`config.mk`:
```
export PLATFORM = sky130hd
export DESIGN_NAME = aes_spi_master_flat
export DESIGN_NICKNAME = d
export VERILOG_FILES = /design/src/rtl/aes_spi_master_if.sv /design/src/rtl/aes_spi_master.sv /design/src/flat_wrapper.sv
export SDC_FILE = /design/constraint.sdc
export NUM_CORES = 1
export LEC_CHECK = 0
export CAP_MARGIN = 15
export CORE_ASPECT_RATIO = 0.8
export CORE_MARGIN = 3
export CORE_UTILIZATION = 50
export DETAILED_ROUTE_END_ITERATION = 8
export PLACE_DENSITY = 0.9
export SLEW_MARGIN = 20
export SYNTH_ARGS = -nofsm -noshare
export SYNTH_HDL_FRONTEND = slang
export SYNTH_SLANG_ARGS = --single-unit
```
`constraint.sdc`:
```
create_clock -name clk -period 30.6 [get_ports clk]
set_input_delay 4.59 -clock clk [delete_from_list [all_inputs] [get_ports clk]]
set_output_delay 4.59 -clock clk [all_outputs]
set_load 0.02 [all_outputs]
```
`src/rtl/aes_spi_master_if.sv`:
```
// Host-facing and serial signals of the AES SPI master, with the design side
// (master) and the host/slave side (slave) as modports.
interface aes_spi_master_if #(
  parameter int Nk = 4
);
  logic              start;
  logic [127:0]      data_in;
  logic [32*Nk-1:0]  key_in;
  logic              busy;
  logic              done;
  logic [127:0]      data_out;
  logic              SCLK;
  logic              CS;
  logic              SDO;
  logic              SDI;

  modport master (
    input  start, data_in, key_in, SDI,
    output busy, done, data_out, SCLK, CS, SDO
  );

  modport slave (
    output start, data_in, key_in, SDI,
    input  busy, done, data_out, SCLK, CS, SDO
  );
endinterface

```
`src/rtl/aes_spi_master.sv`:
```
// SPI mode-0 master for the AES slave: shifts out {block, key} MSB-first,
// idles TURN periods, then shifts in the 128-bit result.
module aes_spi_master #(
  parameter int Nk      = 4,
  parameter int CLK_DIV = 2,
  parameter int TURN    = 1
) (
  input  logic             clk,
  input  logic             rst,
  aes_spi_master_if.master bus
);

  localparam int L  = 128 + 32*Nk;
  localparam int DW = $clog2(CLK_DIV) + 1;
  localparam logic [DW-1:0] DIV_MAX   = DW'(CLK_DIV - 1);
  localparam logic [8:0]    TX_LAST   = 9'(L - 1);
  localparam logic [8:0]    TURN_LAST = 9'(TURN - 1);
  localparam logic [8:0]    RX_LAST   = 9'd127;

  typedef enum logic [2:0] {
    S_IDLE,
    S_TX,
    S_TURNA,
    S_RX,
    S_FIN
  } state_t;

  state_t          r_state;
  state_t          w_state_nxt;
  logic [DW-1:0]   r_div;
  logic [8:0]      r_bit;
  logic            r_sclk;
  logic [L-1:0]    r_shift;
  logic [127:0]    r_data_out;
  logic            r_cs;
  logic            r_busy;
  logic            r_done;
  logic            w_cs;
  logic            w_busy;
  logic            w_done;
  logic            w_active;
  logic            w_div_end;
  logic            w_rise;
  logic            w_fall;

  assign w_active  = (r_state == S_TX) || (r_state == S_TURNA) || (r_state == S_RX);
  assign w_div_end = (r_div == DIV_MAX);
  assign w_rise    = w_active && w_div_end && !r_sclk;
  assign w_fall    = w_active && w_div_end && r_sclk;

  // Control outputs are registered from the next state so CS/busy/done are glitch-free.
  always_ff @(posedge clk or posedge rst) begin
    if (rst) begin
      r_state <= S_IDLE;
      r_cs    <= 1'b1;
      r_busy  <= 1'b0;
      r_done  <= 1'b0;
    end else begin
      r_state <= w_state_nxt;
      r_cs    <= w_cs;
      r_busy  <= w_busy;
      r_done  <= w_done;
    end
  end

  always_comb begin
    w_state_nxt = r_state;
    case (r_state)
      S_IDLE:  if (bus.start)                      w_state_nxt = S_TX;
      S_TX:    if (w_fall && r_bit == TX_LAST)     w_state_nxt = S_TURNA;
      S_TURNA: if (w_fall && r_bit == TURN_LAST)   w_state_nxt = S_RX;
      S_RX:    if (w_fall && r_bit == RX_LAST)     w_state_nxt = S_FIN;
      S_FIN:                                       w_state_nxt = S_IDLE;
      default:                                     w_state_nxt = S_IDLE;
    endcase
  end

  always_comb begin
    w_busy = (w_state_nxt == S_TX) || (w_state_nxt == S_TURNA) || (w_state_nxt == S_RX);
    w_cs   = !w_busy;
    w_done = (w_state_nxt == S_FIN);
  end

  always_ff @(posedge clk or posedge rst) begin
    if (rst) begin
      r_div      <= '0;
      r_bit      <= '0;
      r_sclk     <= 1'b0;
      r_shift    <= '0;
      r_data_out <= '0;
    end else if (r_state == S_IDLE) begin
      r_div  <= '0;
      r_bit  <= '0;
      r_sclk <= 1'b0;
      if (bus.start) r_shift <= {bus.data_in, bus.key_in};
    end else if (w_active) begin
      if (w_div_end) begin
        r_div  <= '0;
        r_sclk <= !r_sclk;
      end else begin
        r_div  <= r_div + DW'(1);
      end
      // A period ends on the falling phase; that is where SDO and the bit count advance.
      if (w_fall) begin
        r_bit <= (w_state_nxt != r_state) ? '0 : r_bit + 9'd1;
        if (r_state == S_TX) r_shift <= {r_shift[L-2:0], 1'b0};
      end
      if (w_rise && r_state == S_RX) r_data_out <= {r_data_out[126:0], bus.SDI};
    end else begin
      r_div  <= '0;
      r_bit  <= '0;
      r_sclk <= 1'b0;
    end
  end

  assign bus.SCLK     = r_sclk;
  assign bus.CS       = r_cs;
  assign bus.busy     = r_busy;
  assign bus.done     = r_done;
  assign bus.data_out = r_data_out;
  assign bus.SDO      = (r_state == S_TX) && r_shift[L-1];

endmodule

```
`src/flat_wrapper.sv`:
```
// flat-port wrapper written by rule: the top's interface ports become plain ports
module aes_spi_master_flat 
#(
  parameter int Nk      = 4,
  parameter int CLK_DIV = 2,
  parameter int TURN    = 1
)
  (clk, rst, bus_start, bus_data_in, bus_key_in, bus_SDI, bus_busy, bus_done, bus_data_out, bus_SCLK, bus_CS, bus_SDO);
  aes_spi_master_if #(.Nk(Nk)) bus_i ();
  input  logic clk;
  input  logic rst;
  input wire logic [$bits(bus_i.start)-1:0] bus_start;
  input wire logic [$bits(bus_i.data_in)-1:0] bus_data_in;
  input wire logic [$bits(bus_i.key_in)-1:0] bus_key_in;
  input wire logic [$bits(bus_i.SDI)-1:0] bus_SDI;
  output wire logic [$bits(bus_i.busy)-1:0] bus_busy;
  output wire logic [$bits(bus_i.done)-1:0] bus_done;
  output wire logic [$bits(bus_i.data_out)-1:0] bus_data_out;
  output wire logic [$bits(bus_i.SCLK)-1:0] bus_SCLK;
  output wire logic [$bits(bus_i.CS)-1:0] bus_CS;
  output wire logic [$bits(bus_i.SDO)-1:0] bus_SDO;
  assign bus_i.start = bus_start;
  assign bus_i.data_in = bus_data_in;
  assign bus_i.key_in = bus_key_in;
  assign bus_i.SDI = bus_SDI;
  assign bus_busy = bus_i.busy;
  assign bus_done = bus_i.done;
  assign bus_data_out = bus_i.data_out;
  assign bus_SCLK = bus_i.SCLK;
  assign bus_CS = bus_i.CS;
  assign bus_SDO = bus_i.SDO;
  aes_spi_master #(.Nk(Nk), .CLK_DIV(CLK_DIV), .TURN(TURN)) u_core (.clk(clk), .rst(rst), .bus(bus_i));
endmodule
```
==> results.md, run 1 <==
- #FFs+latches synth: 402
- Register-to-Register Path Depth: 5
- Mapped Cells: 1493
- Cell taking the most area after synthesis: dfrtp_1
- DR WL/cell: 19.3 µm
- Remaining DRCs: 0
- Final Hold Violating Endpoints: 0
- IO Count: 393
- Post_cts resized: 0
- CTS H-tree lvls: 2
- Setup Fix Bufs, Post-CTS: 0
- Min cycle time layout: 6670 ps
- Hold buffer count at cts: 0
- CP arrival: 7020 ps
- CTS tree: built
- RSZ-0062 raised after global routing: false
- R2R Setup Slk: 27570 ps
- Footprint of the multi-input gates: 6810 µm²
- Root buf cell: clkbuf_16
- Critical path startpoint category: primary input
- Cell row count: 60
- Worst path required time: 30960 ps
- Power Density: 46.8 nW/µm²
- HP Class: reg2reg
- Sequential area share after synthesis: 0.575
- Worst Setup EP: u_core.r_shift[92]$_DFFE_PP0P_
- Clock Skew: 24.4 ps
- Vias in the first global route: 13.0k
- Fillers: 2394
- Die width: 215 µm
- Longest Clk Path Bufs: 3
- Buf+Inv Stages, Crit Path: 3
- Worst vdd ir: 0.0467 mV
- Worst setup startpoint: bus_start
- Crit path max fanout: 253
- Mean Syn Cell Area: 11.7 µm²
- Most common cell in the netlist: dfrtp_1
- N_diodes: 0
- Initial Utilization: 0.514
- I/O Buffers: 392
- CTS clock-pin slew for the worst setup and hold paths: 60 ps
- P&R area growth vs syn: 31.0%
- Initial antenna violation count: 1
- Die Span Y: 173 µm
- Share of cells above drive strength 1: 0.115
- Asr flop ratio synth: 1.00
- Global route overflow: 0
- Reg2reg end: u_core.r_shift[141]$_DFFE_PP0P_
- Worst flop-to-flop path startpoint: u_core.r_state[1]$_DFF_PP0_
- Dpl ws: 23000 ps
- HPWL after detailed placement: 30000 µm
- Core box area: 34100 µm²
- Max-Cap Viols: 0
- Final setup margin: 23930 ps
- Reg area: 10100 µm²
- Crit Path Category: in2reg
- Final hold slack: 479 ps
- Synth top area share: 0.573
- Clock Sinks: 402
- Vias: 12.4k
- Fin crit share: 0.218
- Unique masters post-synth: 40
- Worst-Margin Slew: 1230 ps
- Global placer's final weighted congestion: 0.832
- Drt pass-1 iters: 6
- CP delay by family, top: buffers and inverters
- Hold Path Origin: u_core.r_shift[108]$_DFFE_PP0P_
- Status: finished clean
- Via density: 5.33
- Clock Latency Late Sink: 540 ps
- First-pass GRT wire length: 71800 µm
- All-Layer GR Usage: 0.237
- Die area: 37300 µm²
- CP Depth: 6
- Ranking of synthesized cells by area: dfrtp_1, mux2i_1, mux2_2, nand2_1, o21ai_1
- Leakage: 9.34 nW
- Ys flop type: dfrtp_1
- Slew Limit Fails: 0
- Setup crit end kind: flip-flop
- Max Clock Freq: 0.150 GHz
- Pin count of the biggest net entering global routing: 254
- Post-DRT Antenna Nets: 0
- Num CTS Buffers: 41
- Syn Std Cell Area: 17500 µm²
- EDFF count, synth: 0
- Max-Slew Margin vs Limit: 0.177
- Final WL: 45000 µm
- Setup_tns: 0 ps
- Synthesized net count: 1756
- Worst path cell trace: clkdlybuf4s50_1 -> nand2b_1 -> a211o_4 -> buf_16 -> buf_12 -> o21ai_0
- Largest stage delay on the critical path: 520 ps
- Final setup viols: 0
- # nets final: 2099
- Initial DRC count: 956
- Most frequent cells after synthesis: dfrtp_1, nand2_1, mux2i_1
- Synth Warn #: 0
- CP max-delay cell: buf_12
-- routing by layer --
layer,share of wire,GRT usage,vias to the layer above
li1,-,-,5862
met1,0.39,0.288,6078
met2,0.49,0.406,397
met3,0.095,0.0894,73
met4,0.021,0.0545,0
met5,0,0,-
-- registers in the layout, summed over array words and instances, names as in the netlist --
name                 cells
u_core.r_shift         256
u_core.r_state           3
u_core.bus.SCLK          1
u_core.bus.done          1
u_core.r_bit             9
u_core.bus.CS            1
u_core.r_div             2
u_core.bus.data_out    128
u_core.bus.busy          1
-- worst min-delay path, stage by stage, from the launching register on --
cell and delay (ps):
dfrtp_1 340, nand2_1 40, o21ai_0 60
-- placed cells by master (no fill, tap or decap), drive strengths merged, types with 4 or more instances in the layout --
cell and instances:
and3 7, buf 12, clkbuf 60, clkdlybuf4s50 392, clkinv 6, dfrtp 401
inv 7, mux2 128, mux2i 255, nand2 273, nand3 4, nor2 7
nor3 8, o21ai 262
-- worst min path at each step --
| stage | to | slack [ps] | depth (start not counted) |
|---|---|---|---|
| floorplan | u_core.r_shift[100]$_DFFE_PP0P_ | 450 | 2 |
| global placement | u_core.r_shift[101]$_DFFE_PP0P_ | 460 | 2 |
| detailed placement | u_core.r_shift[108]$_DFFE_PP0P_ | 470 | 2 |
| CTS | u_core.r_shift[101]$_DFFE_PP0P_ | 480 | 2 |
| global route | u_core.r_shift[69]$_DFFE_PP0P_ | 500 | 2 |
| finish | u_core.r_shift[108]$_DFFE_PP0P_ | 480 | 2 |
-- logic make-up after synthesis --
kind of cell             Yosys count  synth area share
multiplexers                     383             0.228
buffers and inverters            110            0.0376
adder cells (fa/ha/maj)            3           0.00214
XOR/XNOR                           1          0.000501
AND/OR/NAND/NOR                  316            0.0745
AO/OA/AOI/OAI                    278            0.0822
flip-flops                       402             0.575
-- power breakdown --
part	total [W]	leakage (nW)	switching (W)	internal, W
sequential	0.000532	5.58	0.0000000726	0.000532
clock	0.000493	0.654	0.000206	0.000287
combinational	0.0000471	3.11	0.0000167	0.0000304
-- stage by stage --
step / utilization / instances / instance area [µm²] / total power, W
2_1_floorplan: - / 1493 / 17500 / 0.000550
3_3_place_gp: 0.631 / 2255 / 21500 / 0.000588
3_5_place_dp: 0.631 / 2255 / 21500 / 0.000589
4_1_cts: 0.670 / 2325 / 22800 / 0.00108
5_1_grt: 0.673 / 2328 / 22900 / 0.00111
6_report: 0.673 / 2328 / 22900 / 0.00107
-- final cells by class --
class                   count  area share
inverters                   6     0.00131
flip-flops and latches    402       0.439
clock inverters            10     0.00464
multi-input cells         981       0.297
repair buffers            404       0.179
well taps                 465      0.0254
clock buffers              60      0.0535
(Power assumes the default switching activity.)
==> run 2: changes to the inputs <==
--- a/config.mk
+++ b/config.mk
@@ -8,9 +8,9 @@
 export CAP_MARGIN = 15
 export CORE_ASPECT_RATIO = 0.8
 export CORE_MARGIN = 3
-export CORE_UTILIZATION = 50
+export CORE_UTILIZATION = 46
 export DETAILED_ROUTE_END_ITERATION = 8
-export PLACE_DENSITY = 0.9
+export PLACE_DENSITY = 0.88
 export SLEW_MARGIN = 20
 export SYNTH_ARGS = -nofsm -noshare
 export SYNTH_HDL_FRONTEND = slang
==> constraint.sdc (replaced) <==
create_clock -name clk -period 5.6 [get_ports clk]
set_input_delay 0.84 -clock clk [delete_from_list [all_inputs] [get_ports clk]]
set_output_delay 0.84 -clock clk [all_outputs]
set_load 0.02 [all_outputs]
==> run 2 against run 1 <==
Setup slack worse by 21000 ps. Total power increased to 5.6 times the previous value. Sequential power grew to 5.5 times the previous value. Critical path type is now reg2out.
==> results.md, run 2 (synthesized netlist as in run 1, its figures left out) <==
- Critical path startpoint category: flip-flop (was primary input)
- I/O Buffers: 392 (unchanged)
- Pin count of the biggest net entering global routing: 188 (was 254)
- Die width: 224 µm (was 215 µm)
- Worst path cell trace: nand2_1 -> nor3_1 -> clkdlybuf4s50_1 (was clkdlybuf4s50_1 -> nand2b_1 -> a211o_4 -> buf_16 -> buf_12 -> o21ai_0)
- Initial antenna violation count: 4 (was 1)
- Top reg by flops: u_core.r_shift (unchanged)
- Worst-Margin Slew: 1110 ps (was 1230 ps)
- DR WL/cell: 18.6 µm (was 19.3 µm)
- Cells after DPL: 2280 (was 2255)
- Most frequent cells in the layout: dfrtp_1, clkdlybuf4s50_1, nand2_1 (unchanged)
- Post_cts resized: 0 (unchanged)
- Num CTS Buffers: 41 (unchanged)
- CTS clock-pin slew for the worst setup and hold paths: 60 ps (about the same)
- Global route overflow: 0 (unchanged)
- Setup Fix Bufs, Post-CTS: 0 (unchanged)
- Total power: 0.00595 W (was 0.00107 W)
- Final Hold Violating Endpoints: 0 (unchanged)
- Initial Utilization: 0.469 (was 0.514)
- Longest Clk Path Bufs: 3 (unchanged)
- Share of cells above drive strength 1: 0.115 (about the same)
- Crit path max fanout: 10 (was 253)
- Setup crit end kind: output pin (was flip-flop)
- Drt pass-1 iters: 5 (was 6)
- Max-Cap Viols: 0 (unchanged)
- CP max-delay cell: clkdlybuf4s50_1 (was buf_12)
- CTS H-tree lvls: 2 (unchanged)
- All-Layer GR Usage: 0.212 (was 0.237)
- Dpl ws: 2330 ps (was 23000 ps)
- Clock Skew: 14.5 ps (was 24.4 ps)
- Global placer's final weighted congestion: 0.795 (was 0.832)
- HPWL after detailed placement: 29400 µm (was 30000 µm)
- Die area: 40400 µm² (was 37300 µm²)
- Most common cell after layout, fill and taps aside: dfrtp_1 (unchanged)
- Clock Sinks: 402 (unchanged)
- Slew Limit Fails: 0 (unchanged)
- Root buf cell: clkbuf_16 (unchanged)
- Fin cells: 2354 (was 2328)
- Final WL: 43800 µm (was 45000 µm)
- Worst path required time: 4760 ps (was 30960 ps)
- Vias: 12.3k (was 12.4k)
- Via density: 5.21 (was 5.33)
- Die Span Y: 180 µm (was 173 µm)
- HP Class: reg2reg (unchanged)
- RSZ-0062 raised after global routing: false (unchanged)
- Max reg flops: 256 (unchanged)
- # nets final: 2100 (was 2099)
- Hold buffer count at cts: 0 (unchanged)
- Remaining DRCs: 0 (unchanged)
- Max-Slew Margin vs Limit: 0.261 (was 0.177)
- Final setup margin: 2750 ps (was 23930 ps)
- Crit Path Category: reg2out (was in2reg)
- Vias in the first global route: 13.1k (was 13.0k)
- Core box area: 37300 µm² (was 34100 µm²)
- IO Count: 393 (unchanged)
- P&R area growth vs syn: 31.4% (was 31.0%)
- Fin crit share: 0.509
- Post-DRT Antenna Nets: 0 (unchanged)
- Largest stage delay on the critical path: 650 ps (was 520 ps)
- Initial DRC count: 741 (was 956)
- Power Density: 259 nW/µm² (was 46.8 nW/µm²)
- Leakage: 9.37 nW (was 9.34 nW)
- Status: finished clean (unchanged)
- Worst vdd ir: 0.264 mV (was 0.0467 mV)
- Max Clock Freq: 0.351 GHz
- Cell row count: 63 (was 60)
- Clock Latency Late Sink: 530 ps (was 540 ps)
- Final hold slack: 475 ps (was 479 ps)
- CTS tree: built (unchanged)
- First-pass GRT wire length: 69600 µm (was 71800 µm)
- Final setup viols: 0 (unchanged)
- CP arrival: 2010 ps (was 7020 ps)
- Min cycle time layout: 2850 ps
-- run 2: cell types whose count changed in the layout (fill, tap and decap cells not counted), moves of 3 or more --
cell / previous run / this run
buf_16: 3 / 0
clkbuf_8: 13 / 6
bufinv_16: 1 / 4
buf_12: 3 / 8
clkinv_2: 4 / 8
-- run 2: cell type report --
cell class | instances | area [µm²]
fill | 2792 | 14300
sequential | 402 | 10100
multi-input combinational | 981 | 6810
timing repair buffer | 405 | 4130
clock buffer | 57 | 1190
tap | 487 | 609
clock inverter | 14 | 178
inverter | 6 | 26.3
antenna | 2 | 5.00
-- run 2: worst paths after layout --
check	start	endpoint	slack, ps	depth (start not counted)
min	u_core.r_shift[110]$_DFFE_PP0P_	u_core.r_shift[110]$_DFFE_PP0P_	480	2
max in group asynchronous	rst	u_core.r_shift[70]$_DFFE_PP0P_	3340	3
max reg2reg	u_core.r_state[0]$_DFF_PP0_	u_core.bus.data_out[9]$_DFFE_PP0P_	3010	5
max	u_core.r_state[0]$_DFF_PP0_	bus_SDO	2750	3
min reg2reg	u_core.r_shift[110]$_DFFE_PP0P_	u_core.r_shift[110]$_DFFE_PP0P_	480	2
min in group asynchronous	rst	u_core.r_shift[148]$_DFFE_PP0P_	760	2
-- run 2: per-layer routing --
layer | track usage | wire length [µm] | vias up
li1 | - | - | 5871
met1 | 0.257 | 17700 | 5964
met2 | 0.356 | 21000 | 352
met3 | 0.0857 | 4240 | 67
met4 | 0.0514 | 905 | 2
met5 | 0 | 13 | -
-- run 2: stage by stage --
stage | setup TNS [ps] | area [µm²] | util
CTS | 0 | 23000 | 0.616
detailed placement | 0 | 21600 | 0.579
finish | 0 | 23000 | 0.617
global route | 0 | 23000 | 0.617
global placement | 0 | 21600 | 0.579
floorplan | -261820 | 17500 | -
-- run 2: worst max-delay path: cells and delay by family, from the launching register on --
kind	cells	cell delay, ps
buffers and inverters	1	650
AND/OR/NAND/NOR	2	250
flip-flops	1	570
-- run 2: power by group --
group          switching, W  total, W  internal (W)
combinational     0.0000885  0.000253      0.000165
sequential      0.000000372   0.00291       0.00290
clock               0.00112   0.00279       0.00167
==> run 3: changes to the inputs <==
--- a/config.mk
+++ b/config.mk
@@ -8,9 +8,9 @@
 export CAP_MARGIN = 15
 export CORE_ASPECT_RATIO = 0.8
 export CORE_MARGIN = 3
-export CORE_UTILIZATION = 46
+export CORE_UTILIZATION = 50
 export DETAILED_ROUTE_END_ITERATION = 8
-export PLACE_DENSITY = 0.88
+export PLACE_DENSITY = 0.9
 export SLEW_MARGIN = 20
 export SYNTH_ARGS = -nofsm -noshare
 export SYNTH_HDL_FRONTEND = slang
==> constraint.sdc (replaced) <==
create_clock -name clk -period 2.66 [get_ports clk]
set_input_delay 0.399 -clock clk [delete_from_list [all_inputs] [get_ports clk]]
set_output_delay 0.399 -clock clk [all_outputs]
set_load 0.02 [all_outputs]
==> run 3 against run 2 <==
Clock skew increased by 12 ps. Setup slack got worse by 2600 ps. Register-to-register slack got worse by 2900 ps. Die area decreased by 7.8%. Sequential cell count unchanged. Total power increased by 110%. Clock power increased by 110%.
==> results.md, run 3 (synthesized netlist as in run 1, its figures left out) <==
- Status: finished clean (unchanged)
- Clock Skew: 26.5 ps (was 14.5 ps)
- Buf+Inv Stages, Crit Path: 0 (was 1)
- Largest stage delay on the critical path: 420 ps (was 650 ps)
- Final Util: 0.681 (was 0.617)
- Max Clock Freq: 0.398 GHz
- Comb power frac: 0.046 (was 0.043)
- Remaining DRCs: 0 (unchanged)
- Power Density: 536 nW/µm² (was 259 nW/µm²)
- Vias in the first global route: 13.4k (was 13.1k)
- I/O Buffers: 392 (unchanged)
- Via density: 5.30 (was 5.21)
- Worst setup startpoint: u_core.r_bit[0]$_DFFE_PP0P_ (was u_core.r_state[0]$_DFF_PP0_)
- DR WL/cell: 19.3 µm (was 18.6 µm)
- IO Count: 393 (unchanged)
- Leakage: 9.50 nW (was 9.37 nW)
- Worst path required time: 3100 ps (was 4760 ps)
- # nets final: 2127 (was 2100)
- RSZ-0062 raised after global routing: false (unchanged)
- Final setup viols: 0 (unchanged)
- Initial antenna violation count: 2 (was 4)
- HPWL after detailed placement: 31500 µm (was 29400 µm)
- Top reg by flops: u_core.r_shift (unchanged)
- Setup Fix Bufs, Post-CTS: 0 (unchanged)
- Clock Latency Late Sink: 550 ps (was 530 ps)
- Post-route cell area: 23200 µm² (was 23000 µm²)
- Share of cells above drive strength 1: 0.130 (was 0.115)
- P&R area growth vs syn: 32.6% (was 31.4%)
- Worst path cell trace: ha_1 -> and3_1 -> and3_1 -> ha_1 -> nor2b_1 -> a32o_1 -> nor3_2 -> nand2_1 -> o41ai_2 (was nand2_1 -> nor3_1 -> clkdlybuf4s50_1)
- Dpl ws: 216 ps (was 2330 ps)
- Min cycle time layout: 2510 ps
- Root buf cell: clkbuf_16 (unchanged)
- Worst flop-to-flop path startpoint: u_core.r_bit[0]$_DFFE_PP0P_ (was u_core.r_state[0]$_DFF_PP0_)
- Final Hold Violating Endpoints: 0 (unchanged)
- Cell row count: 60 (was 63)
- Fin crit share: 0.944
- All-Layer GR Usage: 0.242 (was 0.212)
- Slew Limit Fails: 0 (unchanged)
- Cells after DPL: 2287 (was 2280)
- Dpl cell area: 21900 µm² (was 21600 µm²)
- CTS clock-pin slew for the worst setup and hold paths: 60 ps (about the same)
- Die area: 37300 µm² (was 40400 µm²)
- Hold buffer count at cts: 0 (unchanged)
- CP delay by family, top: simple AND/OR/NAND/NOR gates (was buffers and inverters)
- Global placer's final weighted congestion: 0.829 (was 0.795)
- Crit path max fanout: 7 (was 10)
- Clock Sinks: 402 (unchanged)
- Sequential share of power: 0.491 (was 0.488)
- Most frequent cells in the layout: dfrtp_1, clkdlybuf4s50_1, nand2_1 (unchanged)
- HP Class: in2async (was reg2reg)
- Final hold slack: 225 ps (was 475 ps)
- Initial Utilization: 0.514 (was 0.469)
- Setup crit end kind: flip-flop (was output pin)
- Crit Path Category: reg2reg (was reg2out)
- CTS H-tree lvls: 2 (unchanged)
- Fin cells: 2361 (was 2354)
- Int Pwr: 0.00982 W (was 0.00474 W)
- Post-DRT Antenna Nets: 0 (unchanged)
- First-pass GRT wire length: 72600 µm (was 69600 µm)
- Critical path startpoint category: flip-flop (unchanged)
- Max reg flops: 256 (unchanged)
- Die Span Y: 173 µm (was 180 µm)
- Core box area: 34100 µm² (was 37300 µm²)
- Longest Clk Path Bufs: 3 (unchanged)
- Num CTS Buffers: 40 (was 41)
- CP max-delay cell: dfrtp_1 (was clkdlybuf4s50_1)
- Post_cts resized: 0 (unchanged)
- Die width: 215 µm (was 224 µm)
- Global route overflow: 0 (unchanged)
- Final setup margin: 149 ps (was 2750 ps)
- CP arrival: 2950 ps (was 2010 ps)
- Max-Cap Viols: 0 (unchanged)
- Clk network pwr share: 0.463 (was 0.469)
- Max-Slew Margin vs Limit: 0.161 (was 0.261)
- Most common cell after layout, fill and taps aside: dfrtp_1 (unchanged)
- Worst-Margin Slew: 1260 ps (was 1110 ps)
- Vias: 12.5k (was 12.3k)
- Initial DRC count: 883 (was 741)
- Switching fraction of total power: 0.211 (was 0.204)
- Pin count of the biggest net entering global routing: 295 (was 188)
- Worst vdd ir: 0.559 mV (was 0.264 mV)
- Drt pass-1 iters: 5 (unchanged)
- Final WL: 45600 µm (was 43800 µm)
- Net switching power: 0.00263 W (was 0.00121 W)
- CTS tree: built (unchanged)
==> run 3: final timing paths <==
check,endpoint,slack (ps),depth (start not counted)
setup / recovery,u_core.r_bit[6]$_DFFE_PP0P_,150,9
hold / removal,u_core.r_shift[144]$_DFFE_PP0P_,220,2
setup reg to reg,u_core.r_bit[6]$_DFFE_PP0P_,150,9
hold reg to reg,u_core.r_shift[101]$_DFFE_PP0P_,480,2
max in group asynchronous,u_core.r_bit[8]$_DFFE_PP0P_,1580,4
min in group clk,u_core.r_shift[0]$_DFFE_PP0P_,440,3
==> run 3: final cells by class <==
class	instances	area (µm²)
antenna	3	7.51
clock buffer	54	1140
clock inverter	17	201
fill	2339	10900
inverter	6	26.3
multi-input combinational	981	6810
sequential	402	10100
tap	465	582
timing repair buffer	433	4380
==> run 3: layer usage <==
metal | vias to the layer above | wire [µm] | GRT usage | part of all wire
met4 | 0 | 1750 | 0.0895 | 0.038
met3 | 105 | 4280 | 0.0930 | 0.094
met1 | 6069 | 18200 | 0.296 | 0.40
li1 | 5933 | - | - | -
met5 | - | 0 | 0 | 0
met2 | 417 | 21400 | 0.394 | 0.47
==> run 3: through the flow <==
stage | setup TNS [ps] | total power [W]
after global routing | 0 | 0.0128
after global placement | 0 | 0.00680
final | 0 | 0.0124
after detailed placement | 0 | 0.00681
after CTS | 0 | 0.0126
after floorplan | -1265580 | 0.00633
==> run 3: worst register-to-register path, cell delays in order, from the launching register on <==
cell and delay [ps]:
dfrtp_1 420, ha_1 250, and3_1 260, and3_1 200, ha_1 210, nor2b_1 150
a32o_1 240, nor3_2 180, nand2_1 190, o41ai_2 300
==> run 3: power by group through the flow <==
stage               combinational, W  clock [W]  sequential [W]
global route                0.000615    0.00612         0.00611
floorplan                  0.0000987          0         0.00623
global placement            0.000572          0         0.00623
detailed placement          0.000578          0         0.00623
CTS                         0.000584    0.00588         0.00611
finish                      0.000574    0.00576         0.00611
